==> src/rtl/mem_port2_arbiter_if.sv <==
// Port-2 bus bundle: CPU D-cache side, DMA BR/BG handshake, memory side and grant statistics.
// slave is the arbiter; master is the requesters plus the memory.
interface mem_port2_arbiter_if #(
  parameter int unsigned WORD_SIZE  = 16,
  parameter int unsigned BLOCK_SIZE = 64
);
  logic                  cpu_req;
  logic                  cpu_write;
  logic [WORD_SIZE-1:0]  cpu_addr;
  logic [BLOCK_SIZE-1:0] cpu_wdata;
  logic [BLOCK_SIZE-1:0] cpu_rdata;
  logic                  cpu_done;
  logic                  cpu_stall;
  logic                  dma_br;
  logic                  dma_bg;
  logic                  dma_req;
  logic                  dma_write;
  logic [WORD_SIZE-1:0]  dma_addr;
  logic [BLOCK_SIZE-1:0] dma_wdata;
  logic                  dma_done;
  logic                  mem_read;
  logic                  mem_write;
  logic [WORD_SIZE-1:0]  mem_addr;
  logic [BLOCK_SIZE-1:0] mem_wdata;
  logic [BLOCK_SIZE-1:0] mem_rdata;
  logic                  mem_ready;
  logic [15:0]           grant_count;

  modport slave (
    input  cpu_req, cpu_write, cpu_addr, cpu_wdata,
    output cpu_rdata, cpu_done, cpu_stall,
    input  dma_br, dma_req, dma_write, dma_addr, dma_wdata,
    output dma_bg, dma_done,
    output mem_read, mem_write, mem_addr, mem_wdata,
    input  mem_rdata, mem_ready,
    output grant_count
  );

  modport master (
    output cpu_req, cpu_write, cpu_addr, cpu_wdata,
    input  cpu_rdata, cpu_done, cpu_stall,
    output dma_br, dma_req, dma_write, dma_addr, dma_wdata,
    input  dma_bg, dma_done,
    input  mem_read, mem_write, mem_addr, mem_wdata,
    output mem_rdata, mem_ready,
    input  grant_count
  );
endinterface

==> src/rtl/mem_port2_arbiter.sv <==
// Arbiter for memory port 2: CPU D-cache vs DMA (BR/BG), no mid-access grant changes,
// bounded DMA tenure while a CPU access is stalled.
module mem_port2_arbiter #(
  parameter int unsigned WORD_SIZE    = 16,
  parameter int unsigned BLOCK_SIZE   = 64,
  parameter int unsigned MAX_DMA_HOLD = 32
) (
  input logic                clk,
  input logic                reset,
  mem_port2_arbiter_if.slave bus
);

  typedef enum logic [2:0] {
    StIdle,
    StCpuAcc,
    StDmaOwn,
    StDmaAcc,
    StCpuSlot,
    StCpuSlotAcc
  } state_e;

  state_e                state_q;
  logic                  dma_bg_q;
  logic                  cpu_done_q;
  logic                  dma_done_q;
  logic [BLOCK_SIZE-1:0] cpu_rdata_q;
  logic [15:0]           grant_count_q;
  logic [31:0]           hold_q;
  logic                  hold_expired;
  logic                  cpu_acc;
  logic                  rd_d;
  logic                  wr_d;
  logic [WORD_SIZE-1:0]  addr_d;
  logic [BLOCK_SIZE-1:0] wdata_d;

  assign hold_expired = (MAX_DMA_HOLD != 0) && (hold_q >= MAX_DMA_HOLD);
  assign cpu_acc      = (state_q == StCpuAcc) || (state_q == StCpuSlotAcc);

  always_ff @(posedge clk or posedge reset) begin
    if (reset) begin
      state_q       <= StIdle;
      dma_bg_q      <= 1'b0;
      cpu_done_q    <= 1'b0;
      dma_done_q    <= 1'b0;
      cpu_rdata_q   <= '0;
      grant_count_q <= '0;
      hold_q        <= '0;
    end else begin
      cpu_done_q <= 1'b0;
      dma_done_q <= 1'b0;
      // Hold counter only measures how long the CPU has been kept waiting by the DMA.
      if ((state_q == StDmaOwn || state_q == StDmaAcc) && bus.cpu_req && (hold_q != '1)) begin
        hold_q <= hold_q + 32'd1;
      end
      unique case (state_q)
        StIdle: begin
          if (bus.cpu_req) begin
            state_q <= StCpuAcc;
          end else if (bus.dma_br) begin
            state_q       <= StDmaOwn;
            dma_bg_q      <= 1'b1;
            grant_count_q <= grant_count_q + 16'd1;
            hold_q        <= '0;
          end
        end
        StCpuAcc, StCpuSlotAcc: begin
          if (bus.mem_ready) begin
            if (!bus.cpu_write) cpu_rdata_q <= bus.mem_rdata;
            cpu_done_q <= 1'b1;
            if (bus.dma_br) begin
              state_q       <= StDmaOwn;
              dma_bg_q      <= 1'b1;
              grant_count_q <= grant_count_q + 16'd1;
              hold_q        <= '0;
            end else begin
              state_q <= StIdle;
            end
          end
        end
        StDmaOwn: begin
          // Preemption wins over a new DMA request so a busy DMA cannot starve the CPU.
          if (hold_expired && bus.cpu_req) begin
            state_q  <= StCpuSlot;
            dma_bg_q <= 1'b0;
          end else if (bus.dma_req) begin
            state_q <= StDmaAcc;
          end else if (!bus.dma_br) begin
            state_q  <= StIdle;
            dma_bg_q <= 1'b0;
          end
        end
        StDmaAcc: begin
          if (bus.mem_ready) begin
            state_q    <= StDmaOwn;
            dma_done_q <= 1'b1;
          end
        end
        StCpuSlot: state_q <= StCpuSlotAcc;
        default:   state_q <= StIdle;
      endcase
    end
  end

  always_comb begin
    rd_d    = 1'b0;
    wr_d    = 1'b0;
    addr_d  = '0;
    wdata_d = '0;
    if (cpu_acc) begin
      rd_d    = ~bus.cpu_write;
      wr_d    = bus.cpu_write;
      addr_d  = bus.cpu_addr;
      wdata_d = bus.cpu_wdata;
    end else if (state_q == StDmaAcc) begin
      rd_d    = ~bus.dma_write;
      wr_d    = bus.dma_write;
      addr_d  = bus.dma_addr;
      wdata_d = bus.dma_wdata;
    end
  end

  assign bus.mem_read    = rd_d;
  assign bus.mem_write   = wr_d;
  assign bus.mem_addr    = addr_d;
  assign bus.mem_wdata   = wdata_d;
  assign bus.cpu_rdata   = cpu_rdata_q;
  assign bus.cpu_done    = cpu_done_q;
  assign bus.dma_done    = dma_done_q;
  assign bus.dma_bg      = dma_bg_q;
  assign bus.grant_count = grant_count_q;
  assign bus.cpu_stall   = bus.cpu_req & ~reset & ~cpu_acc;

endmodule

==> src/flat_wrapper.sv <==
// flat-port wrapper written by rule: the top's interface ports become plain ports
module mem_port2_arbiter_flat 
#(
  parameter int unsigned WORD_SIZE    = 16,
  parameter int unsigned BLOCK_SIZE   = 64,
  parameter int unsigned MAX_DMA_HOLD = 32
)
  (clk, reset, bus_cpu_req, bus_cpu_write, bus_cpu_addr, bus_cpu_wdata, bus_cpu_rdata, bus_cpu_done, bus_cpu_stall, bus_dma_br, bus_dma_req, bus_dma_write, bus_dma_addr, bus_dma_wdata, bus_dma_bg, bus_dma_done, bus_mem_read, bus_mem_write, bus_mem_addr, bus_mem_wdata, bus_mem_rdata, bus_mem_ready, bus_grant_count);
  mem_port2_arbiter_if #(.WORD_SIZE(WORD_SIZE), .BLOCK_SIZE(BLOCK_SIZE)) bus_i ();
  input logic clk;
  input logic reset;
  input wire logic [$bits(bus_i.cpu_req)-1:0] bus_cpu_req;
  input wire logic [$bits(bus_i.cpu_write)-1:0] bus_cpu_write;
  input wire logic [$bits(bus_i.cpu_addr)-1:0] bus_cpu_addr;
  input wire logic [$bits(bus_i.cpu_wdata)-1:0] bus_cpu_wdata;
  output wire logic [$bits(bus_i.cpu_rdata)-1:0] bus_cpu_rdata;
  output wire logic [$bits(bus_i.cpu_done)-1:0] bus_cpu_done;
  output wire logic [$bits(bus_i.cpu_stall)-1:0] bus_cpu_stall;
  input wire logic [$bits(bus_i.dma_br)-1:0] bus_dma_br;
  input wire logic [$bits(bus_i.dma_req)-1:0] bus_dma_req;
  input wire logic [$bits(bus_i.dma_write)-1:0] bus_dma_write;
  input wire logic [$bits(bus_i.dma_addr)-1:0] bus_dma_addr;
  input wire logic [$bits(bus_i.dma_wdata)-1:0] bus_dma_wdata;
  output wire logic [$bits(bus_i.dma_bg)-1:0] bus_dma_bg;
  output wire logic [$bits(bus_i.dma_done)-1:0] bus_dma_done;
  output wire logic [$bits(bus_i.mem_read)-1:0] bus_mem_read;
  output wire logic [$bits(bus_i.mem_write)-1:0] bus_mem_write;
  output wire logic [$bits(bus_i.mem_addr)-1:0] bus_mem_addr;
  output wire logic [$bits(bus_i.mem_wdata)-1:0] bus_mem_wdata;
  input wire logic [$bits(bus_i.mem_rdata)-1:0] bus_mem_rdata;
  input wire logic [$bits(bus_i.mem_ready)-1:0] bus_mem_ready;
  output wire logic [$bits(bus_i.grant_count)-1:0] bus_grant_count;
  assign bus_i.cpu_req = bus_cpu_req;
  assign bus_i.cpu_write = bus_cpu_write;
  assign bus_i.cpu_addr = bus_cpu_addr;
  assign bus_i.cpu_wdata = bus_cpu_wdata;
  assign bus_cpu_rdata = bus_i.cpu_rdata;
  assign bus_cpu_done = bus_i.cpu_done;
  assign bus_cpu_stall = bus_i.cpu_stall;
  assign bus_i.dma_br = bus_dma_br;
  assign bus_i.dma_req = bus_dma_req;
  assign bus_i.dma_write = bus_dma_write;
  assign bus_i.dma_addr = bus_dma_addr;
  assign bus_i.dma_wdata = bus_dma_wdata;
  assign bus_dma_bg = bus_i.dma_bg;
  assign bus_dma_done = bus_i.dma_done;
  assign bus_mem_read = bus_i.mem_read;
  assign bus_mem_write = bus_i.mem_write;
  assign bus_mem_addr = bus_i.mem_addr;
  assign bus_mem_wdata = bus_i.mem_wdata;
  assign bus_i.mem_rdata = bus_mem_rdata;
  assign bus_i.mem_ready = bus_mem_ready;
  assign bus_grant_count = bus_i.grant_count;
  mem_port2_arbiter #(.WORD_SIZE(WORD_SIZE), .BLOCK_SIZE(BLOCK_SIZE), .MAX_DMA_HOLD(MAX_DMA_HOLD)) u_core (.clk(clk), .reset(reset), .bus(bus_i));
endmodule
==> config.mk <==
export PLATFORM = sky130hd
export DESIGN_NAME = mem_port2_arbiter_flat
export DESIGN_NICKNAME = d
export VERILOG_FILES = /design/src/rtl/mem_port2_arbiter_if.sv /design/src/rtl/mem_port2_arbiter.sv /design/src/flat_wrapper.sv
export SDC_FILE = /design/constraint.sdc
export NUM_CORES = 1
export LEC_CHECK = 0
export ABC_AREA = 1
export ABC_CLOCK_PERIOD_IN_PS = 9100
export CAP_MARGIN = 20
export CORE_AREA = 2 2 156 158
export CTS_CLUSTER_DIAMETER = 40
export DETAILED_ROUTE_END_ITERATION = 8
export DIE_AREA = 0 0 158 160
export GPL_TIMING_DRIVEN = 0
export PLACE_DENSITY = 0.58
export SLEW_MARGIN = 20
export SYNTH_ARGS = -nofsm -noshare
export SYNTH_HDL_FRONTEND = slang
export SYNTH_SLANG_ARGS = --single-unit
==> constraint.sdc <==
create_clock -name clk -period 9.1 [get_ports clk]
set_input_delay 1.82 -clock clk [delete_from_list [all_inputs] [get_ports clk]]
set_output_delay 1.82 -clock clk [all_outputs]
set_load 0.05 [all_outputs]
Word-level counts from Yosys, hierarchy flattened
Index checks and enable logic that the tools add are counted.
{"block": "totals", "ff_bits": 118, "input_bits": 232, "output_inout_bits": 166, "elab_cells": 78}
{"block": "op_classes", "n_addsub": 2, "magnitude_cmp": 1, "n_eq_ne": 13, "muxes": 36, "n_bitwise": 6, "reduce_logical": 13}
{"operator": "$mux 32", "count": 4}
{"operator": "$mux 64", "count": 2}
{"operator": "$mux 16", "count": 5}
{"operator": "$pmux 32 s2", "count": 1}
{"operator": "$add 32x1->32 const B", "count": 1}
{"operator": "$ge 32x6->1 const B", "count": 1}
{"operator": "$ne 32x32->1 const B", "count": 1}
{"operator": "$pmux 16 s2", "count": 1}
{"operator": "$mux 3", "count": 7}
{"operator": "$add 16x1->16 const B", "count": 1}
{"operator": "$pmux 3 s5", "count": 1}
{"operator": "$mux 1", "count": 13}
{"operator": "$ne 3x3->1 const B", "count": 3}
{"operator": "$eq 3x2->1 const B", "count": 2}
{"operator": "$eq 3x3->1 const B", "count": 2}
{"operator": "$ne 2x2->1 const B", "count": 3}
{"operator": "$reduce_and 3->1", "count": 2}
{"operator": "$reduce_and 5->1", "count": 1}
{"operator": "$ne 4x4->1 const B", "count": 1}
{"operator": "$not 1->1", "count": 4}
{"operator": "$reduce_and 4->1", "count": 1}
{"operator": "$eq 3x1->1 const B", "count": 1}
{"operator": "$logic_and 1x1->1", "count": 3}
{"operator": "$logic_not 3->1", "count": 1}
{"operator": "other kinds (7)", "count": 9}

Depth between registers and ports, before layout
{"block": "depth", "depth_word": 8, "mapped_depth": 12, "depth_no_buf": 12}

Worst setup path after synthesis
No wires, ideal clock.
{"block": "synth_path", "path_type": "in2out", "startpoint": "in bus_cpu_req", "endpoint": "out bus_cpu_stall", "arrival_ns": 2.997, "required_ns": 7.280, "setup_slack_ns": 4.283, "cell_stages": 2, "path_cell_list": "inv_1 -> nor3_1"}
{"block": "synth_between", "elab_chain_cells": 2}
{"item": "start, declared", "line_no": "flat_wrapper.sv:12", "text": "input wire logic [$bits(bus_i.cpu_req)-1:0] bus_cpu_req;"}
{"item": "$and 1x1->1 (2 in series)", "line_no": "mem_port2_arbiter.sv:131", "text": "assign bus.cpu_stall = bus.cpu_req & ~reset & ~cpu_acc;"}
{"item": "end, declared", "line_no": "flat_wrapper.sv:18", "text": "output wire logic [$bits(bus_i.cpu_stall)-1:0] bus_cpu_stall;"}
No other way between the ends.

Worst setup path in the final report
{"block": "layout_path", "startpoint": "in bus_cpu_write", "endpoint": "out bus_mem_write"}
{"block": "layout_between", "elab_chain_cells": 1}
{"item": "start, declared", "line_no": "flat_wrapper.sv:13", "text": "input wire logic [$bits(bus_i.cpu_write)-1:0] bus_cpu_write;"}
{"item": "$mux 1", "line_no": "mem_port2_arbiter.sv:109", "text": "if (cpu_acc) begin"}
{"item": "end, declared", "line_no": "flat_wrapper.sv:27", "text": "output wire logic [$bits(bus_i.mem_write)-1:0] bus_mem_write;"}
No other way between the ends.

==> key figures <==
Power and ir drop
  – Sequential cell fraction of total power: about a fifth
  – Switching share of total power: about half
  – Combinational group share of total power: a little under two thirds
  – Internal Power: between 0.002 and 0.0025 W
  – Peak supply drop: between 0.2 and 0.3 mV
  – Clk pwr share: ~16%
  – Switching Power: about 0.0022 W
  – Leakage power: around 4.7 nW
  – PwrDens: ~370 nW/µm²

Logic synthesis
  – Synth area leader: dfrtp_1
  – Post-synth EDFFs: 0
  – Seq/Total Area, Yosys: between 40% and 50%
  – Syn Area/Cell: just over 9 µm²
  – Yosys warnings: 0
  – Post-synth top flop: dfrtp_1
  – Dominant cell by count in the synthesized netlist: nand2_1
  – Top-area cell type share of the netlist area: between 40% and 50%
  – Async SR Flop Fraction: between 90% and 100%
  – Synthesized area: approximately 6400 µm²
  – Post-synthesis net count: between 900 and 1000
  – Post-Syn Instances: 706
  – Post-synth cell types: 36
  – Largest cells by area after synthesis: dfrtp_1 (46%), a22o_1 (11%), mux2_2 (11%), nand2_1 (7.6%), nor2_1 (4.9%)
  – Post-synth top cells: nand2_1 (129), dfrtp_1 (118), nor2_1 (84), a22o_1 (80), mux2_2 (61)
  – Flip-flop and latch count after synthesis: 118

Clocking
  – Root buf cell: clkbuf_16
  – Post-CTS setup buffer count: 0
  – Worst-skew pair later-pin latency: 420 ps
  – Max Buffers Root-to-Sink: 2
  – H-tree levels: 4
  – CTS clk-pin slew, worst paths: 60 ps
  – TritonCTS clock tree: done
  – Post-CTS Hold Buffers: 0
  – Post-CTS sizing: 0
  – Clk sinks: 118
  – Cts bufs inserted: 17

Worst setup path
  – Critical path endpoint category: output port
  – Crit-path max FO: 2
  – Critical path arrival: 3810 ps
  – CP required: 7280 ps
  – Setup crit start kind: primary input
  – Critical path class: in -> out

Cells and area
  – # nets final: between 1000 and 1500
  – Post-route cell area: approximately 11000 µm²
  – Final core occ: a little under half
  – Area delta synth->final: 78.2%
  – Filler cell count: 2321
  – Ratio of cells with drive above 1 in the final layout: about 11%

Routing
  – Initial DRC Count: 373
  – Post-route DRC: 0
  – DR vias/cell: around 4.7
  – Vias: between 6000 and 7000
  – Wirelength per Cell: 21.3 µm
  – Remaining antenna violation count: 0
  – TritonRoute pass-1 iters: 5
  – Detailed Route WL: roughly 31000 µm

STA
  – Fin. Hold Viols: 0
  – Slew Limit Headroom: 47.1%
  – Final Skew: roughly 7.7 ps
  – RSZ-0062 raised after global routing: no
  – Worst Tran Pin Value: 792 ps
  – Final Setup Violations: 0
  – Crit share post-route: between 60 and 70%
  – Final slew viol count: 0
  – Tmin final: roughly 5600 ps
  – Total Neg Setup Slack: 0 ps
  – Maximum clock rate: around 0.18 GHz

Floorplan
  – Die ar.: about 25000 µm²
  – Area of the core: roughly 24000 µm²
  – Initial Util: around 27%
  – Chip width: roughly 160 µm
  – I/O pin count: around 400
  – Die height: ~160 µm
  – FP Rows: 57

Placement
  – GP Congestion: ~0.9
  – PortBufs: approximately 400
  – Post-DP Area: between 10000 and 15000 µm²
  – HPWL Detailed: ~26000 µm

Outcome
  – Status: finished clean

Global route
  – Global route total overflow: 0
  – Initial antenna violation count: 8
  – Global-route wire length before repair: ~44000 µm
  – GRT Overall Usage: between 20% and 30%
  – Largest net degree at the start of global routing: 81
  – Number of global-route vias before repair: just under 7000

Min path
  – Hold Crit Class: reg -> reg

Run
  – Max-cap violations: 0
==> final cells by class <==
class / instances / area, µm² / share of cell area, %
Inverter: 62 / 240 / 2.10
Tap cell: 324 / 405 / 3.55
Clock buffer: 18 / 429 / 3.76
Buffer: 28 / 139 / 1.22
Clock inverter: 14 / 164 / 1.44
Timing Repair Buffer: 398 / 4000 / 35.0
Multi-Input combinational cell: 498 / 3080 / 27.0
Antenna cell: 2 / 5.00 / 0.0438
Sequential cell: 118 / 2950 / 25.9
==> cell families after synthesis <==
family                   synth area share (%)
flip-flops                               46.1
buffers and inverters                    5.80
multiplexers                             11.2
AND/OR/NAND/NOR                          19.1
AO/OA/AOI/OAI                            15.0
XOR/XNOR                                 2.19
adder cells (fa/ha/maj)                 0.586
==> state kept, by name, indices dropped and copies added, names as in the netlist <==
register and flops:
u_core.bus.cpu_rdata 64, u_core.bus.dma_done 1, u_core.bus.grant_count 16, u_core.hold_q 32
u_core.bus.cpu_done 1, u_core.bus.dma_bg 1, u_core.state_q 3
==> through the flow <==
stage | power, W | setup WS, ps | hold slack [ps] | cells
after floorplan | 0.00250 | 4150 | 455 | 706
after global placement | 0.00352 | 1970 | 474 | 1427
after detailed placement | 0.00352 | 3520 | 485 | 1428
after CTS | 0.00422 | 3500 | 499 | 1460
after global routing | 0.00439 | 3490 | 511 | 1460
final | 0.00420 | 3470 | 495 | 1462
==> final timing paths <==
kind                                               start                                     end  slack, ps  depth (start not counted)
setup / recovery                           bus_cpu_write                           bus_mem_write       3470                          4
setup reg to reg              u_core.hold_q[0]$_DFF_PP0_             u_core.hold_q[18]$_DFF_PP0_       7110                         10
min in group asynchronous                          reset  u_core.bus.grant_count[12]$_DFFE_PP0P_       1910                          2
hold / removal             u_core.bus.dma_bg$_DFFE_PP0P_           u_core.bus.dma_bg$_DFFE_PP0P_        500                          2
max in group asynchronous                          reset    u_core.bus.cpu_rdata[58]$_DFFE_PP0P_       6500                          3
hold reg to reg            u_core.bus.dma_bg$_DFFE_PP0P_           u_core.bus.dma_bg$_DFFE_PP0P_        500                          2
==> critical path: stages <==
cell and delay [ps]:
clkdlybuf4s50_1 500, inv_1 70, o21ai_0 480, clkdlybuf4s50_1 950
==> power by group through the flow <==
stage / registers, W / clock network [W] / logic [W]
after floorplan: 0.00141 / 0 / 0.00110
after global placement: 0.000835 / 0 / 0.00268
after detailed placement: 0.000844 / 0 / 0.00268
after CTS: 0.000835 / 0.000694 / 0.00269
after global routing: 0.000861 / 0.000721 / 0.00281
final: 0.000835 / 0.000679 / 0.00268
==> placed cells by master, fill, tap and decap left out, types with 2 or more instances in the layout <==
master,synthesis,final
o21ai_1,3,3
nor3_1,17,17
clkdlybuf4s50_1,0,397
nand2_2,3,3
nor2_4,2,2
inv_1,59,58
xor2_1,10,10
clkbuf_1,6,7
mux2_1,3,3
a22o_1,80,80
nand4_1,13,13
inv_6,0,7
inv_8,0,2
bufinv_16,0,2
ha_1,3,3
buf_1,2,2
nand3_1,28,28
inv_2,3,3
buf_2,18,18
xnor2_1,6,6
o22ai_1,2,2
diode_2,0,2
o21ai_0,17,17
clkinvlp_4,0,3
dfrtp_1,118,118
nor2_1,84,84
mux2_2,61,61
a21oi_1,26,26
nand2_1,129,129
clkbuf_16,0,17
==> routing by layer <==
layer / vias to the layer above / GRT usage, % / share of wire (%)
li1: 3269 / - / -
met1: 3182 / 27.7 / 38
met2: 312 / 36.1 / 43
met3: 38 / 18.5 / 17
met4: 12 / 5.41 / 1.6
met5: - / 0 / 0.21
Note: power is estimated with default switching activity, not from simulation.
